`src/rtl/prog_loader.sv`:
```
// Boot loader: takes framed words over valid/ready, writes payload into instruction ROM or
// data RAM with a per-frame checksum, and releases the CPU only after an error-free START.
//
// state | meaning
// HDR   | waiting for a frame header
// DATA  | receiving payload words, one write strobe per word
// CSUM  | waiting for the frame checksum word
// RUN   | START accepted, CPU released (terminal until reset)
// ERR   | fault latched, CPU held (terminal until reset)
module prog_loader #(
  parameter int DATA_WIDTH     = 16,
  parameter int ROM_ADDR_WIDTH = 8,
  parameter int RAM_ADDR_WIDTH = 4
) (
  input  logic                      clock,
  input  logic                      reset,
  input  logic                      in_valid,
  input  logic [DATA_WIDTH-1:0]     in_data,
  output logic                      in_ready,
  output logic                      rom_we,
  output logic [ROM_ADDR_WIDTH-1:0] rom_addr,
  output logic [DATA_WIDTH-1:0]     rom_wdata,
  output logic                      ram_we,
  output logic [RAM_ADDR_WIDTH-1:0] ram_addr,
  output logic [DATA_WIDTH-1:0]     ram_wdata,
  output logic                      cpu_run,
  output logic                      busy,
  output logic                      error,
  output logic [1:0]                error_code
);

  localparam int LEN_W  = DATA_WIDTH - 2;
  localparam int ADDR_W = (ROM_ADDR_WIDTH > RAM_ADDR_WIDTH) ? ROM_ADDR_WIDTH : RAM_ADDR_WIDTH;
  localparam logic [LEN_W:0] ONE       = 1;
  localparam logic [LEN_W:0] ROM_DEPTH = ONE << ROM_ADDR_WIDTH;
  localparam logic [LEN_W:0] RAM_DEPTH = ONE << RAM_ADDR_WIDTH;

  typedef enum logic [2:0] {S_HDR, S_DATA, S_CSUM, S_RUN, S_ERR} state_t;

  state_t                    state_q, state_d;
  logic                      tgt_ram_q, tgt_ram_d;
  logic [LEN_W-1:0]          rem_q, rem_d;
  logic [ADDR_W-1:0]         addr_q, addr_d;
  logic [DATA_WIDTH-1:0]     acc_q, acc_d;
  logic [1:0]                code_d;
  logic                      rom_we_d, ram_we_d;
  logic [ROM_ADDR_WIDTH-1:0] rom_addr_d;
  logic [RAM_ADDR_WIDTH-1:0] ram_addr_d;
  logic [DATA_WIDTH-1:0]     rom_wdata_d, ram_wdata_d;

  logic             accept;
  logic [1:0]       op;
  logic [LEN_W-1:0] len;
  logic [LEN_W:0]   n_words;

  assign in_ready = (state_q == S_HDR) || (state_q == S_DATA) || (state_q == S_CSUM);
  assign busy     = (state_q == S_DATA) || (state_q == S_CSUM);
  assign cpu_run  = (state_q == S_RUN);
  assign error    = (state_q == S_ERR);
  assign accept   = in_valid && in_ready;
  assign op       = in_data[DATA_WIDTH-1:DATA_WIDTH-2];
  assign len      = in_data[LEN_W-1:0];
  assign n_words  = {1'b0, len} + ONE;

  always_comb begin
    state_d     = state_q;
    tgt_ram_d   = tgt_ram_q;
    rem_d       = rem_q;
    addr_d      = addr_q;
    acc_d       = acc_q;
    code_d      = error_code;
    rom_we_d    = 1'b0;
    ram_we_d    = 1'b0;
    rom_addr_d  = rom_addr;
    ram_addr_d  = ram_addr;
    rom_wdata_d = rom_wdata;
    ram_wdata_d = ram_wdata;
    case (state_q)
      S_HDR: begin
        if (accept) begin
          case (op)
            2'b00, 2'b01: begin
              if (n_words > ((op == 2'b01) ? RAM_DEPTH : ROM_DEPTH)) begin
                state_d = S_ERR;
                code_d  = 2'b10;
              end else begin
                state_d   = S_DATA;
                tgt_ram_d = op[0];
                rem_d     = len;
                addr_d    = '0;
                acc_d     = '0;
              end
            end
            2'b10:   state_d = S_RUN;
            default: begin
              state_d = S_ERR;
              code_d  = 2'b11;
            end
          endcase
        end
      end
      S_DATA: begin
        if (accept) begin
          acc_d  = acc_q + in_data;
          addr_d = addr_q + ADDR_W'(1);
          if (tgt_ram_q) begin
            ram_we_d    = 1'b1;
            ram_addr_d  = addr_q[RAM_ADDR_WIDTH-1:0];
            ram_wdata_d = in_data;
          end else begin
            rom_we_d    = 1'b1;
            rom_addr_d  = addr_q[ROM_ADDR_WIDTH-1:0];
            rom_wdata_d = in_data;
          end
          // rem_q holds words still expected minus one; zero marks the last payload word
          if (rem_q == '0) state_d = S_CSUM;
          else             rem_d   = rem_q - LEN_W'(1);
        end
      end
      S_CSUM: begin
        if (accept) begin
          if (in_data == acc_q) begin
            state_d = S_HDR;
          end else begin
            state_d = S_ERR;
            code_d  = 2'b01;
          end
        end
      end
      S_RUN, S_ERR: ;
      default: state_d = S_HDR;
    endcase
  end

  always_ff @(posedge clock) begin
    if (reset) begin
      state_q    <= S_HDR;
      tgt_ram_q  <= 1'b0;
      rem_q      <= '0;
      addr_q     <= '0;
      acc_q      <= '0;
      error_code <= 2'b00;
      rom_we     <= 1'b0;
      ram_we     <= 1'b0;
      rom_addr   <= '0;
      ram_addr   <= '0;
      rom_wdata  <= '0;
      ram_wdata  <= '0;
    end else begin
      state_q    <= state_d;
      tgt_ram_q  <= tgt_ram_d;
      rem_q      <= rem_d;
      addr_q     <= addr_d;
      acc_q      <= acc_d;
      error_code <= code_d;
      rom_we     <= rom_we_d;
      ram_we     <= ram_we_d;
      rom_addr   <= rom_addr_d;
      ram_addr   <= ram_addr_d;
      rom_wdata  <= rom_wdata_d;
      ram_wdata  <= ram_wdata_d;
    end
  end

endmodule

```
`config.mk`:
```
export PLATFORM = sky130hd
export DESIGN_NAME = prog_loader
export DESIGN_NICKNAME = d
export VERILOG_FILES = /design/src/rtl/prog_loader.sv
export SDC_FILE = /design/constraint.sdc
export NUM_CORES = 1
export LEC_CHECK = 0
export BUFFER_PORTS_ARGS = -buffer_cell sky130_fd_sc_hd__buf_2
export CAP_MARGIN = 30
export CORE_ASPECT_RATIO = 0.6
export CORE_MARGIN = 1
export CORE_UTILIZATION = 52
export CTS_CLUSTER_SIZE = 12
export DETAILED_ROUTE_END_ITERATION = 8
export PLACE_DENSITY = 0.77
export SYNTH_ARGS = -nofsm -noshare
export SYNTH_HDL_FRONTEND = slang
export SYNTH_SLANG_ARGS = --single-unit
```
`constraint.sdc`:
```
create_clock -name clock -period 3.27 [get_ports clock]
set_clock_uncertainty 0.2 [all_clocks]
set_input_delay 0.4905 -clock clock [delete_from_list [all_inputs] [get_ports clock]]
set_output_delay 0.4905 -clock clock [all_outputs]
set_load 0.1 [all_outputs]
```
==> results of run 1 <==
metal layers:
metal / global-route usage / vias up / wire (um)
met4: 0.113 / 0 / 417
met2: 0.476 / 267 / 6310
met3: 0.0941 / 41 / 1470
met5: 0 / - / 0
li1: - / 2366 / -
met1: 0.446 / 2409 / 6780
cell usage after synthesis, drive strengths merged (3+ instances only):
cell / count
a211o: 3
a211oi: 11
a21o: 8
a21oi: 81
a22oi: 14
a31oi: 9
a41oi: 3
and3: 9
clkbuf: 34
dfxtp: 90
ha: 19
inv: 12
nand2: 123
nand2b: 5
nand3: 8
nand4: 5
nor2: 52
nor2b: 3
nor3: 12
nor3b: 4
nor4: 9
o211ai: 4
o21ai: 19
o311ai: 3
o31a: 3
o31ai: 3
o32ai: 8
or2: 3
or3: 4
or4: 6
xnor2: 10
worst max-delay path by stage:
stage | startpoint | slack [ps] | cells after the start | end
floorplan | in_data[3] | 70 | 11 | addr_q[5]$_SDFFE_PP0P_
global placement | in_data[3] | 20 | 12 | addr_q[5]$_SDFFE_PP0P_
detailed placement | in_data[3] | -90 | 12 | addr_q[5]$_SDFFE_PP0P_
CTS | in_data[3] | 270 | 12 | addr_q[5]$_SDFFE_PP0P_
global route | in_data[3] | 50 | 12 | addr_q[5]$_SDFFE_PP0P_
finish | in_data[3] | 190 | 12 | addr_q[5]$_SDFFE_PP0P_
cell type report:
cell class	count	area share
inverter	12	0.00795
tap	112	0.0247
timing repair buffer	105	0.108
sequential	90	0.318
multi-input combinational	470	0.483
clock buffer	9	0.0398
clock inverter	7	0.0179
registers in the layout, indices dropped and copies added, names as in the netlist, 2 cells and up:
signal,flops
acc_q,16
addr_q,8
error_code,2
ram_addr,4
ram_wdata,16
rem_q,14
rom_addr,8
rom_wdata,16
state_q,3
logic make-up (layout without fill, tap and decap cells):
group / count (synthesis) / count (layout)
muxes: 1 / 1
and+or+nand+nor: 251 / 251
DFF: 90 / 90
xor gates and xnor gates: 12 / 12
buffers and inverters: 46 / 133
AOI/OAI and AO/OA: 186 / 186
adders and majority gates: 20 / 20
power groups by stage:
| stage | combinational [mW] | clock, mW | sequential (mW) |
|---|---|---|---|
| final | 0.423 | 1.14 | 1.13 |
| after global routing | 0.449 | 1.20 | 1.14 |
| after CTS | 0.413 | 1.15 | 1.13 |
| after detailed placement | 0.411 | 0 | 1.16 |
| after global placement | 0.399 | 0 | 1.16 |
| after floorplan | 0.248 | 0 | 1.20 |
worst register-to-register path, delay by kind of cell (launching register included):
kind | cells | cell delay (ps)
adder cells (fa/ha/maj) | 2 | 630
AO/OA/AOI/OAI | 5 | 1580
flip-flops | 1 | 320
stage by stage:
stage          worst slack, ps  total power, mW  hold slack [ps]  setup TNS, ps
2_1_floorplan             72.4             1.45              232              0
3_3_place_gp              20.9             1.56              240              0
3_5_place_dp             -87.1             1.57              244           -368
4_1_cts                    265             2.69              253              0
5_1_grt                   49.2             2.78              268              0
6_report                   189             2.70              250              0
==> impl_metrics.yaml, run 1 <==
cts:
  clk-insertion-delay-late_ps: 350
  clk_pin_slew_ps: 60
  clock-sinks: 90
  cts_buffers: 9
  cts-htree-levels: 3
  cts_tree: "done"
  ctsHoldBuffers: 0
  ctsResizeCount: 0
  cts-root-buf: "clkbuf_16"
  postCtsSetupRepairBufs: 0
  clockBufferDepth: 2
pwr:
  ir_drop_mv: 0.291
  power_density_mw_per_mm2: 477
  intPower_mw: 1.91
  seqPwrFrac: 0.420
  p_switching_uw: 788
  power.share.clock: 0.423
  power_frac_comb: 0.157
  switching_share: 0.292
  p_leak_nw: 2.31
place:
  placed_cells: 789
  postPlaceCellArea_mm2: 0.00534
  dp_hpwl_um: 10500
  io_buffers: 70
  gp_congestion: 0.943
setup_path:
  worstPathRequired_ps: 3350
  start_kind: "input pin"
  cp_top_family: "simple AND/OR/NAND/NOR gates"
  worst-path-buf-inv: 1
  r2r-start: "acc_q[0]$_SDFFE_PP0P_"
  r2r_cells: 7
  critical_path.max_stage_delay_ps: 510
  critPathMaxFanout: 4
  worstPathArrival_ps: 3160
  worstSetupPathType: "in2reg"
  end_kind: "flip-flop"
  cp_slowest_cell: "or4_1"
  crit_chain: "buf_2 > and4_1 > nand2_1 > or2_2 > xnor2_1 > ha_1 > nand2b_1 > a32o_1 > a41oi_1 > a211o_1 > or4_1 > a21oi_1"
  ff2ff_setup_slack_ps: 440
  r2r-end: "acc_q[14]$_SDFFE_PP0P_"
floorplan:
  die_area_mm2: 0.00955
  die_w_um: 125
  start_util: 0.548
  dieHeight_um: 76.1
  io_pins: 71
  row_count: 26
  core_area_mm2: 0.00869
logic_synthesis:
  synth-compound-area-share: 0.253
  synthesis.nets: 645
  synth_cell_types: 61
  synth-seq-cells: 90
  avgSynthCellArea_um2: 7.85
  synth_top_family_by_area: "compound AO/OA/AOI/OAI gates"
  ys_async_sr_fraction: 0
  synth_edf_count: 0
  synth_top_area_share: 0.379
  yosys_warnings: 0
  yosys_most_used_dff: "dfxtp_1"
  seq_area_frac_synth: 0.379
  netlist.top_cell.by_area: "dfxtp_1"
  synth_cells: 606
  synth_fa_ha_area_frac: 0.0542
  syn_area_mm2: 0.00476
  synth_area_leaders: "dfxtp_1, nand2_1, a21oi_1, ha_1, nor2_1"
  synth_xor_area_frac: 0.0221
  synthMuxAreaShare: 0.00210
  synthSimpleGateAreaFrac: 0.242
finish:
  multi_input_area_mm2: 0.00274
  finalInstanceArea_mm2: 0.00566
  utilization: 0.652
  regArea_mm2: 0.00180
  drive_gt1_frac: 0.196
  final_common_cell: "nand2_1"
  fill_cells: 737
  syn2layout_area_growth_pct: 19.0
  insertedDiodeCount: 0
  num-nets-final: 727
  layout_common_cells: "nand2_1, dfxtp_1, a21oi_1"
  fin_cells: 805
status:
  violations: "DRC"
  outcome: "complete, but fails checks"
hold_path:
  hp-class: "reg2reg"
  whs_endpoint: "ram_wdata[5]$_SDFFE_PP0P_"
  min_from: "ram_wdata[5]$_SDFFE_PP0P_"
  hold_depth: 2
timing:
  final-setup-viol-count: 0
  hold_viol_final: 0
  slew_violations: 0
  post-route-min-period_ps: 3080
  period_share: 0.942
  rsz0062_at_grt: "no"
  tightest_slew_ps: 755
  slew-limit-headroom: 0.497
  max_freq_mhz: 325
routing:
  initialDrtViolationCount: 596
  wl_per_cell_um: 18.6
  avgViaCountPerCell: 6.31
  route.vias.total: 5083
  drt-total-wl_um: 15000
  drtAntennaViolNets: 0
  drc: 8
  firstDrtPassIters: 7
global_route:
  grt_max_degree: 54
  grt_pass1_wl_um: 24200
  antenna_found_initial: 0
  grt_use_total: 0.322
  grt_overflow_total: 0
  grt_pass1_vias: 4744
flow_run:
  cap_violations: 0
Power figures use the tool's default switching activity.
==> run 2: changes to the inputs <==
--- a/config.mk
+++ b/config.mk
@@ -8,11 +8,11 @@
 export BUFFER_PORTS_ARGS = -buffer_cell sky130_fd_sc_hd__buf_2
 export CAP_MARGIN = 30
 export CORE_ASPECT_RATIO = 0.6
-export CORE_MARGIN = 1
+export CORE_MARGIN = 4
 export CORE_UTILIZATION = 52
 export CTS_CLUSTER_SIZE = 12
 export DETAILED_ROUTE_END_ITERATION = 8
-export PLACE_DENSITY = 0.77
+export PLACE_DENSITY_LB_ADDON = 0.2
 export SYNTH_ARGS = -nofsm -noshare
 export SYNTH_HDL_FRONTEND = slang
 export SYNTH_SLANG_ARGS = --single-unit
==> impl_metrics.yaml, run 2 (synthesized netlist as in run 1, its figures left out) <==
cts:
  cts-htree-levels: 3
  cts-root-buf: "clkbuf_16"
  cts_buffers: 9
  clk_pin_slew_ps: 70
  clockBufferDepth: 2
  clock-sinks: 90
  ctsHoldBuffers: 0
  postCtsSetupRepairBufs: 0
  cts_tree: "done"
  ctsResizeCount: 0
  clk-insertion-delay-late_ps: 350
timing:
  post-route-min-period_ps: 3080
  final-setup-viol-count: 0
  hold_viol_final: 0
  slew-limit-headroom: 0.476
  rsz0062_at_grt: "no"
  period_share: 0.941
  max_freq_mhz: 325
  slew_violations: 0
  tightest_slew_ps: 785
floorplan:
  dieHeight_um: 82.1
  start_util: 0.546
  die_w_um: 131
  row_count: 26
  io_pins: 71
  core_area_mm2: 0.00872
  die_area_mm2: 0.0108
setup_path:
  r2r_cells: 7
  crit_cells: 9
  worstPathArrival_ps: 3120
  start_kind: "input pin"
  cp_top_family: "compound AO/OA/AOI/OAI gates"
  end_kind: "flip-flop"
  worstPathRequired_ps: 3310
  critical_path.max_stage_delay_ps: 480
  worst-path-buf-inv: 2
  crit_chain: "buf_2 > buf_4 > ha_1 > fa_1 > a211oi_1 > o211ai_1 > a221oi_1 > o21ai_0 > o311ai_0"
  worstSetupPathType: "in2reg"
  critPathMaxFanout: 5
  cp_slowest_cell: "a221oi_1"
global_route:
  grt_overflow_total: 0
  antenna_found_initial: 0
  grt_use_total: 0.278
  grt_max_degree: 41
  grt_pass1_wl_um: 23900
  grt_pass1_vias: 4698
place:
  postPlaceCellArea_mm2: 0.00534
  gp_congestion: 0.889
  io_buffers: 70
  dp_hpwl_um: 10500
finish:
  insertedDiodeCount: 0
  reg_top3: "acc_q (16), ram_wdata (16), rom_wdata (16)"
  final_common_cell: "nand2_1"
  multi_input_area_mm2: 0.00274
  utilization: 0.647
  drive_gt1_frac: 0.195
  fill_cells: 787
  layout_common_cells: "nand2_1, dfxtp_1, a21oi_1"
  finalInstanceArea_mm2: 0.00564
  syn2layout_area_growth_pct: 18.5
  num-nets-final: 727
  regArea_mm2: 0.00180
pwr:
  p_switching_uw: 782
  seqPwrFrac: 0.434
  intPower_mw: 1.84
  power.share.clock: 0.406
  power_density_mw_per_mm2: 465
  p_leak_nw: 2.30
  switching_share: 0.299
  ir_drop_mv: 0.341
  power_frac_comb: 0.161
hold_path:
  hp-class: "in2reg"
  hold_depth: 2
routing:
  drt-total-wl_um: 15000
  firstDrtPassIters: 6
  avgViaCountPerCell: 6.24
  initialDrtViolationCount: 497
  route.vias.total: 5026
  drtAntennaViolNets: 0
  drc: 0
  wl_per_cell_um: 18.7
status:
  outcome: "finished clean"
flow_run:
  cap_violations: 0
==> run 2: path summary, 6_finish.rpt <==
kind	start	end	slack (ps)
min reg2reg	rom_wdata[15]$_SDFFE_PP0P_	rom_wdata[15]$_SDFFE_PP0P_	250
max	in_data[0]	acc_q[14]$_SDFFE_PP0P_	190
max reg2reg	acc_q[0]$_SDFFE_PP0P_	acc_q[14]$_SDFFE_PP0P_	340
min	reset	rem_q[1]$_SDFFE_PP0P_	240
==> run 2: layer usage <==
metal	vias to the layer above	track usage	wire, um
li1	2354	-	-
met1	2363	0.379	6730
met2	284	0.433	6500
met3	25	0.0817	1550
met4	0	0.0881	259
met5	-	0	0
==> run 2: layout make-up <==
type,count,share of cell area
Clock buffer,10,0.0406
Sequential cell,90,0.320
Tap cell,112,0.0249
Clock inverter,6,0.0129
Inverter,12,0.00799
Timing Repair Buffer,105,0.109
Multi-Input combinational cell,470,0.485
==> run 2: per-stage QoR <==
stage / total power, mW / worst slack, ps / hold slack [ps] / TNS [ps] / cells
2_1_floorplan: 1.45 / 72.4 / 232 / 0 / 606
3_3_place_gp: 1.56 / 37.9 / 241 / 0 / 789
3_5_place_dp: 1.57 / -44.8 / 245 / -106 / 789
4_1_cts: 2.62 / 281 / 229 / 0 / 805
5_1_grt: 2.70 / 117 / 242 / 0 / 805
6_report: 2.62 / 192 / 244 / 0 / 805
==> run 2: power by group through the flow <==
| stage | combinational (mW) | clock [mW] | sequential, mW |
|---|---|---|---|
| after floorplan | 0.248 | 0 | 1.20 |
| after global placement | 0.404 | 0 | 1.16 |
| after detailed placement | 0.411 | 0 | 1.16 |
| after CTS | 0.415 | 1.07 | 1.13 |
| after global routing | 0.449 | 1.11 | 1.14 |
| final | 0.422 | 1.06 | 1.14 |
==> run 3: changes to the inputs <==
--- a/config.mk
+++ b/config.mk
@@ -5,6 +5,7 @@
 export SDC_FILE = /design/constraint.sdc
 export NUM_CORES = 1
 export LEC_CHECK = 0
+export ABC_AREA = 1
 export BUFFER_PORTS_ARGS = -buffer_cell sky130_fd_sc_hd__buf_2
 export CAP_MARGIN = 30
 export CORE_ASPECT_RATIO = 0.6
@@ -12,7 +13,9 @@
 export CORE_UTILIZATION = 52
 export CTS_CLUSTER_SIZE = 12
 export DETAILED_ROUTE_END_ITERATION = 8
+export MAX_ROUTING_LAYER = met4
 export PLACE_DENSITY_LB_ADDON = 0.2
+export SKIP_CTS_REPAIR_TIMING = 1
 export SYNTH_ARGS = -nofsm -noshare
 export SYNTH_HDL_FRONTEND = slang
 export SYNTH_SLANG_ARGS = --single-unit
==> impl_metrics.yaml, run 3 <==
setup_path:
  start_kind: "input pin"
  worstPathArrival_ps: 2850
  worstSetupPathType: "in2reg"
  critPathMaxFanout: 21
  critical_path.max_stage_delay_ps: 310
  critPathMostFrequentCell: "nand2_1"
  ff2ff_setup_slack_ps: 790
  end_kind: "flip-flop"
  crit_chain: "buf_2 > nand2_1 > nor2_4 > nand2_1 > nor2_2 > nor2_1 > ha_1 > o21ai_0 > nor2_1 > nand2_1 > nor2_2 > nand2_2 > nand2_4 > nand3_4 > nand2_1 > nand2_1 > nor2_1"
  worst-path-buf-inv: 1
  cp_top_family: "simple AND/OR/NAND/NOR gates"
  worstPathRequired_ps: 3350
  cp_slowest_cell: "ha_1"
logic_synthesis:
  synth_top_area_share: 0.354
  synthesis.nets: 815
  synth_area_leaders: "dfxtp_1, nand2_1, nand3_1, a21oi_1, nor2_1"
  netlist.top_cell.by_area: "dfxtp_1"
  ys_async_sr_fraction: 0
  synth_most_common_cell: "nand2_1"
  synth_cell_types: 36
  synth_edf_count: 0
  seq_area_frac_synth: 0.354
  yosys-top-cells-count: "nand2_1, dfxtp_1, nor2_1"
  synth_cells: 776
  avgSynthCellArea_um2: 6.55
  yosys_most_used_dff: "dfxtp_1"
  yosys_warnings: 0
  syn_area_mm2: 0.00508
  synth-seq-cells: 90
finish:
  num-nets-final: 876
  finalInstanceArea_mm2: 0.00587
  syn2layout_area_growth_pct: 15.4
  insertedDiodeCount: 0
  reg_top3: "acc_q (16), ram_wdata (16), rom_wdata (16)"
  fill_cells: 864
  utilization: 0.627
  final_common_cell: "nand2_1"
  drive_gt1_frac: 0.153
  layout_common_cells: "nand2_1, dfxtp_1, nor2_1"
flow_run:
  cap_violations: 0
cts:
  clk-insertion-delay-late_ps: 350
  clk_pin_slew_ps: 60
  cts-root-buf: "clkbuf_16"
  clock-sinks: 90
  clockBufferDepth: 2
  cts-htree-levels: 3
  cts_buffers: 9
  cts_tree: "done"
pwr:
  intPower_mw: 2.40
  p_leak_nw: 2.73
  p_switching_mw: 1.90
  switching_share: 0.442
  power_frac_comb: 0.426
  seqPwrFrac: 0.306
  power.share.clock: 0.268
  power_density_mw_per_mm2: 732
  ir_drop_mv: 0.362
routing:
  avgViaCountPerCell: 5.52
  initialDrtViolationCount: 580
  route.vias.total: 5363
  drc: 0
  wl_per_cell_um: 15.2
  drt-total-wl_um: 14800
  firstDrtPassIters: 5
  drtAntennaViolNets: 0
timing:
  hold_viol_final: 0
  tns_ps: 0
  max_freq_mhz: 361
  slew-limit-headroom: 0.432
  period_share: 0.848
  slew_violations: 0
  rsz0062_at_grt: "no"
  tightest_slew_ps: 850
  final-setup-viol-count: 0
  post-route-min-period_ps: 2770
global_route:
  antenna_found_initial: 0
  grt_overflow_total: 0
  grt_pass1_wl_um: 23600
  grt_max_degree: 72
  grt_use_total: 0.262
  grt_pass1_vias: 4796
floorplan:
  start_util: 0.543
  row_count: 27
  dieHeight_um: 84.6
  core_area_mm2: 0.00936
  io_pins: 71
  die_w_um: 136
  die_area_mm2: 0.0115
place:
  dp_hpwl_um: 10600
  postPlaceCellArea_mm2: 0.00554
  io_buffers: 70
  gp_congestion: 0.961
status:
  outcome: "finished clean"
hold_path:
  hp-class: "reg2reg"
[run 3: cell count changes in the layout (fill, tap and decap cells not counted), moves of 9 or more]
cell and change:
a211oi_1 -11, a22oi_1 -14, a31oi_1 -9, buf_4 -23, inv_1 +53, nand2_1 +85, nand3_1 +81, nand4_1 +11
nor2_1 +37
[run 3: final timing paths]
kind | from | endpoint | cells past startpoint
setup / recovery | in_data[1] | rem_q[9]$_SDFFE_PP0P_ | 17
hold / removal | rom_wdata[4]$_SDFFE_PP0P_ | rom_wdata[4]$_SDFFE_PP0P_ | 2
setup reg to reg | state_q[2]$_SDFFE_PP0P_ | ram_wdata[14]$_SDFFE_PP0P_ | 9
hold reg to reg | rom_wdata[4]$_SDFFE_PP0P_ | rom_wdata[4]$_SDFFE_PP0P_ | 2
[run 3: cells by family after synthesis]
logic type,Yosys count,synth area share
AO/OA/AOI/OAI,110,0.110
XOR/XNOR,12,0.0207
adder cells (fa/ha/maj),20,0.0507
buffers and inverters,105,0.0837
flip-flops,90,0.354
multiplexers,1,0.00197
AND/OR/NAND/NOR,438,0.379
[run 3: cell type report]
class	instances	area, um^2	area share
flip-flops and latches	90	1800	0.307
repair buffers	82	440	0.0751
multi-input cells	581	2860	0.487
well taps	130	163	0.0277
clock buffers	11	243	0.0414
inverters	73	274	0.0467
clock inverters	5	86.3	0.0147
[run 3: through the flow]
stage	hold WS, ps	total power, mW	setup WS [ps]	cells
final	256	4.30	497	972
after global routing	268	4.54	254	972
after CTS	259	4.27	539	972
after detailed placement	250	3.13	201	956
after global placement	242	3.07	368	956
after floorplan	243	2.79	828	776
[run 3: metal layers]
layer  GRT usage  vias to the layer above  share of wire
met4      0.0668                        0          0.016
met2       0.377                      229           0.43
met1       0.369                     2477           0.47
met5           -                        -              0
li1            -                     2629              -
met3      0.0611                       28          0.088
[run 3: tightest hold or removal path: cells and delay by family, from the launching register on]
family | cells | cell delay [ps]
AND/OR/NAND/NOR | 1 | 60
AO/OA/AOI/OAI | 1 | 50
flip-flops | 1 | 310
[run 3: power by group through the flow]
stage,Combinational [mW],Clock (mW),Sequential [mW]
2_1_floorplan,1.30,0,1.49
3_3_place_gp,1.74,0,1.33
3_5_place_dp,1.79,0,1.33
4_1_cts,1.80,1.16,1.31
5_1_grt,2.01,1.20,1.33
6_report,1.83,1.15,1.32
